## src/rtl/sr_cmd_debouncer.sv

```systemverilog
// Synchronise + debounce set/reset push-buttons and emit one-cycle s/r commands.
// Optional: define SR_CMD_SET_PRIORITY_EN so a simultaneous press yields s=1 instead of dropping both.

module sr_cmd_debouncer_ch #(
    parameter int DEBOUNCE_CYCLES = 4,
    parameter int CNT_W           = 8
) (
    input  logic clk,
    input  logic rst,
    input  logic raw,
    output logic lvl,
    output logic press
);
    typedef enum logic {STABLE, PENDING} state_t;

    localparam logic [CNT_W-1:0] LAST = CNT_W'(DEBOUNCE_CYCLES - 1);

    state_t           state;
    logic             sync_a, sync_b, lvl_d;
    logic [CNT_W-1:0] cnt;

    always_ff @(posedge clk or negedge rst) begin
        if (!rst) begin
            sync_a <= 1'b0;
            sync_b <= 1'b0;
            lvl    <= 1'b0;
            lvl_d  <= 1'b0;
            cnt    <= '0;
            state  <= STABLE;
        end else begin
            sync_a <= raw;
            sync_b <= sync_a;
            lvl_d  <= lvl;
            case (state)
                STABLE: begin
                    if (sync_b != lvl) begin
                        cnt   <= CNT_W'(1);
                        state <= PENDING;
                    end
                end
                PENDING: begin
                    if (sync_b == lvl) begin
                        cnt   <= '0;
                        state <= STABLE;
                    end else if (cnt == LAST) begin
                        lvl   <= sync_b;
                        cnt   <= '0;
                        state <= STABLE;
                    end else begin
                        cnt <= cnt + CNT_W'(1);
                    end
                end
            endcase
        end
    end

    // Rising edge of the debounced level; release edges are deliberately ignored.
    assign press = lvl & ~lvl_d;
endmodule

module sr_cmd_debouncer #(
    parameter int DEBOUNCE_CYCLES = 4,
    parameter int CNT_W           = 8
) (
    input  logic clk,
    input  logic rst,
    input  logic set_btn,
    input  logic reset_btn,
    output logic s,
    output logic r,
    output logic conflict,
    output logic set_level,
    output logic reset_level
);
    localparam int NUM_LANES = 2;
    localparam int SET_L     = 0;
    localparam int RST_L     = 1;

    logic [NUM_LANES-1:0] raw, lvl, press;

    assign raw = {reset_btn, set_btn};

    genvar g;
    generate
        for (g = 0; g < NUM_LANES; g++) begin : g_lane
            sr_cmd_debouncer_ch #(
                .DEBOUNCE_CYCLES(DEBOUNCE_CYCLES),
                .CNT_W          (CNT_W)
            ) u_ch (
                .clk  (clk),
                .rst  (rst),
                .raw  (raw[g]),
                .lvl  (lvl[g]),
                .press(press[g])
            );
        end
    endgenerate

    assign set_level   = lvl[SET_L];
    assign reset_level = lvl[RST_L];

    always_ff @(posedge clk or negedge rst) begin
        if (!rst) begin
            s        <= 1'b0;
            r        <= 1'b0;
            conflict <= 1'b0;
        end else begin
            conflict <= press[SET_L] & press[RST_L];
            r        <= press[RST_L] & ~press[SET_L];
`ifdef SR_CMD_SET_PRIORITY_EN
            s        <= press[SET_L];
`else
            s        <= press[SET_L] & ~press[RST_L];
`endif
        end
    end
endmodule

```

## config.mk

```make
export PLATFORM = sky130hd
export DESIGN_NAME = sr_cmd_debouncer
export DESIGN_NICKNAME = d
export VERILOG_FILES = /design/src/rtl/sr_cmd_debouncer.sv
export SDC_FILE = /design/constraint.sdc
export NUM_CORES = 1
export LEC_CHECK = 0
export ABC_CLOCK_PERIOD_IN_PS = 1600
export BUFFER_PORTS_ARGS = -buffer_cell sky130_fd_sc_hd__buf_4
export CAP_MARGIN = 0
export CELL_PAD_IN_SITES_DETAIL_PLACEMENT = 1
export CELL_PAD_IN_SITES_GLOBAL_PLACEMENT = 2
export CORE_UTILIZATION = 35
export DETAILED_ROUTE_END_ITERATION = 12
export GPL_TIMING_DRIVEN = 0
export PLACE_DENSITY_LB_ADDON = 0.25
export SLEW_MARGIN = 10
export SYNTH_ARGS = -nofsm -noshare
export SYNTH_HDL_FRONTEND = slang
export SYNTH_SLANG_ARGS = --single-unit
```

## constraint.sdc

```tcl
create_clock -name clk -period 1.6 [get_ports clk]
set_input_delay 0.16 -clock clk [delete_from_list [all_inputs] [get_ports clk]]
set_output_delay 0.16 -clock clk [all_outputs]
set_load 0.05 [all_outputs]
```

==> metrics.cfg <==
[status]
status = finished, final reports clean

[drt]
wl_per_cell_microns = 14.96
wl_met2_microns = 1458
first_pass_iters = 4
drtIter0Drc = 42
top_layer_used = met4
finalWirelength_microns = 2978
postRouteAntennaNets = 0
vias_per_cell = 5.241
dr_wl_met3_microns = 94
via_count = 1043
drc_errors = 0
wl_met1_microns = 1348

[synth]
yosys.area.top_type = dfrtp_1
synth_cell_types = 34
async_flop_share = 1.000
ys_warn_count = 0
synthTopCellsByArea = dfrtp_1 (54%), a21oi_1 (3.8%), a31oi_1 (3.8%)
netlist_instances = 118
synth-seq-cells = 29
synth_nets = 126
avgSynthCellArea_sq_um = 11.30
ys_seq_area_frac = 0.5441
synth_ff_type = dfrtp_1
synth_enable_flop_cells = 0
synthesis.area_sq_um = 1334
yosysTopAreaCellShare = 0.5441

[worst_setup_path]
worstPathRequired_ns = 1.79
crit_arrival_ns = 1.78
crit_path_end_kind = register
path_cells = ha_2 -> nor4b_4 -> a211oi_2 -> buf_4 -> buf_6 -> a21oi_1 -> a31oi_1
slowest_delay_ns = 0.39
startpoint_type = register
path_max_fanout = 5
crit_type = register to register
crit_slowest_cell = dfrtp_1

[grt]
grt_first_pass_wirelength_microns = 5375
grt_pass1_vias = 1147
track_usage = 0.1774
grt_start_max_net_pins = 30
gr-total-overflow = 0
antenna_found_initial = 0

[finish]
finalInstanceArea_sq_um = 1783
regArea_sq_um = 728.2
antenna_cells = 0
multi_input_area_sq_um = 665.6
layout-drive-gt1-share = 0.3377
nFillCells = 405
nets = 158
syn_to_final_growth_pct = 33.68
post-route-util = 0.4870
fin_cells = 199

[placement]
place.gp.congestion = 0.7225
dpl_worst_slack_ns = -0.1684
dpl-instance-area_sq_um = 1456
numPortBuffers = 8
hpwl_microns = 1883
placed_cells = 174

[power_and_ir_drop]
pwr-share-clk = 0.192
power_frac_seq = 0.348
worst_ir_drop_vdd_v = 0.0006795
cell_internal_pwr_mw = 1.953
p_leak_nw = 0.8227
power.density_nw_per_um2 = 1770
combPwrFrac = 0.461
total_power_mw = 3.156
swShare = 0.3814
power.net_switching_mw = 1.204

[timing]
fin_skew_ns = 0.004093
max_slew_margin = 0.7583
min_period_ns = 1.590
fmax_ghz = 0.6291
rsz0062_at_grt = yes
fin_ws_ns = 0.01044
max_slew.worst_pin.slew_ns = 0.3625
maxSlewViolCount = 0
fin_crit_sh = 0.9935
hold_viol = 0
setup_viol = 0

[floorplanning]
die_y_microns = 63.73
ios = 9
coreArea_sq_um = 3661
die_w_microns = 63.73
placementRows = 22
die-area_sq_um = 4062
start_util = 0.3643

[clock_tree]
htree_levels = 2
cts_tree = done
worstSkewPairLatency_ns = 0.28
cts_sinks = 29
clk_path_buf_depth = 2
clkTransAtPathRegs_ns = 0.06
clockRootBuffer = clkbuf_8
cts_buffers = 5

[min_path]
hp-class = primary input to async pin

[run]
max-cap-violations = 0

## logic make-up after synthesis
| kind of cell | share of synthesized area |
|---|---|
| xor gates and xnor gates | 0.01314 |
| buffers and inverters | 0.02626 |
| and+or+nand+nor | 0.1989 |
| AOI/OAI and AO/OA | 0.1388 |
| muxes | 0.04127 |
| adders and majority gates | 0.03752 |
| DFF | 0.5441 |
## routing by layer
| layer | track usage | up-vias |
|---|---|---|
| met5 | 0 | - |
| met4 | 0.09375 | 0 |
| met3 | 0.03750 | 8 |
| met2 | 0.2899 | 15 |
| met1 | 0.2186 | 525 |
| li1 | - | 495 |
## power groups by stage
| stage | Combinational [mW] | Clock [mW] | Sequential (mW) |
|---|---|---|---|
| after floorplan | 0.600 | 0 | 1.25 |
| after global placement | 1.02 | 0 | 1.09 |
| after detailed placement | 1.04 | 0 | 1.10 |
| after CTS | 1.27 | 0.633 | 1.07 |
| after global routing | 1.58 | 0.657 | 1.13 |
| final | 1.45 | 0.605 | 1.10 |
## registers in the layout, summed over array words and instances (netlist names)
register,count
conflict,1
g_lane.u_ch.sync_a,2
g_lane.u_ch.lvl_d,2
g_lane.u_ch.cnt,16
s,1
r,1
g_lane.u_ch.lvl,2
g_lane.u_ch.sync_b,2
g_lane.u_ch.state,2
## final cells by class
type | instances | share of cell area
Clock buffer | 8 | 0.05053
Buffer | 4 | 0.01544
Tap cell | 48 | 0.03368
Timing Repair Buffer | 25 | 0.1144
Sequential cell | 29 | 0.4084
Inverter | 2 | 0.004211
Multi-Input combinational cell | 83 | 0.3733
## cells in the mapped netlist, drive strengths merged, types with 2 or more instances
library cell,n
mux2,4
buf,3
nor3,3
o21ai,2
nor2b,2
nor2,5
a22o,2
a21oi,10
nand4,2
a211oi,2
a31oi,8
nand2,7
and3,8
inv,2
dfrtp,29
nand2b,6
nor4b,2
ha,4
xnor2,2
nand3,7
## metrics by stage
stage,TNS [ns],hold slack [ns]
5_1_grt,-0.3575,0.3711
3_5_place_dp,-0.4978,0.1060
6_report,0,0.3398
4_1_cts,0,0.3550
2_1_floorplan,0,-0.1356
3_3_place_gp,-0.1990,0.1034
## critical path, delay by kind of cell, from the launching register on
kind            cells  cell delay, ns
flops               1            0.39
fa+ha+maj           1            0.20
buf+inv             2            0.30
compound gates      3            0.48
simple gates        1            0.13
## path summary, 6_finish.rpt
path | from | to | slack [ns] | cells past startpoint
setup / recovery | g_lane[1].u_ch.cnt[0]$_DFFE_PN0P_ | g_lane[1].u_ch.cnt[2]$_DFFE_PN0P_ | 0.01 | 7
hold / removal | rst | g_lane[1].u_ch.cnt[3]$_DFFE_PN0P_ | 0.34 | 2
setup reg to reg | g_lane[1].u_ch.cnt[0]$_DFFE_PN0P_ | g_lane[1].u_ch.cnt[2]$_DFFE_PN0P_ | 0.01 | 7
hold reg to reg | g_lane[1].u_ch.sync_a$_DFF_PN0_ | g_lane[1].u_ch.sync_b$_DFF_PN0_ | 0.36 | 0
max in group asynchronous | rst | g_lane[1].u_ch.lvl$_DFFE_PN0P_ | 0.96 | 2
min in group clk | g_lane[1].u_ch.sync_a$_DFF_PN0_ | g_lane[1].u_ch.sync_b$_DFF_PN0_ | 0.36 | 0
## what timing repair did
action / in CTS / in global routing
hold buffers: 3 / 0
gates resized for setup: 8 / 13
buffers inserted: 9 / 3
setup endpoints to repair: 12 / 11
hold endpoints to repair: 31 / 0
cloned: 2 / 0
pin swaps: 3 / 7
## cells in the final DEF (no fill, tap or decap), types with 2 or more instances in the layout
cell type,n
buf_4,19
a22o_1,2
ha_2,2
nand2b_1,6
inv_1,2
mux2_4,2
dlygate4sd3_1,3
and3_1,8
a21oi_1,9
clkbuf_8,6
dfrtp_1,27
nor2_1,5
nand4_1,2
a31oi_1,8
buf_6,4
ha_1,2
nor4b_4,2
dfrtp_2,2
nand3_1,6
nand2_1,6
mux2_2,2
buf_2,2
clkbuf_1,3
nor2b_1,2
(Power assumes the default switching activity.)
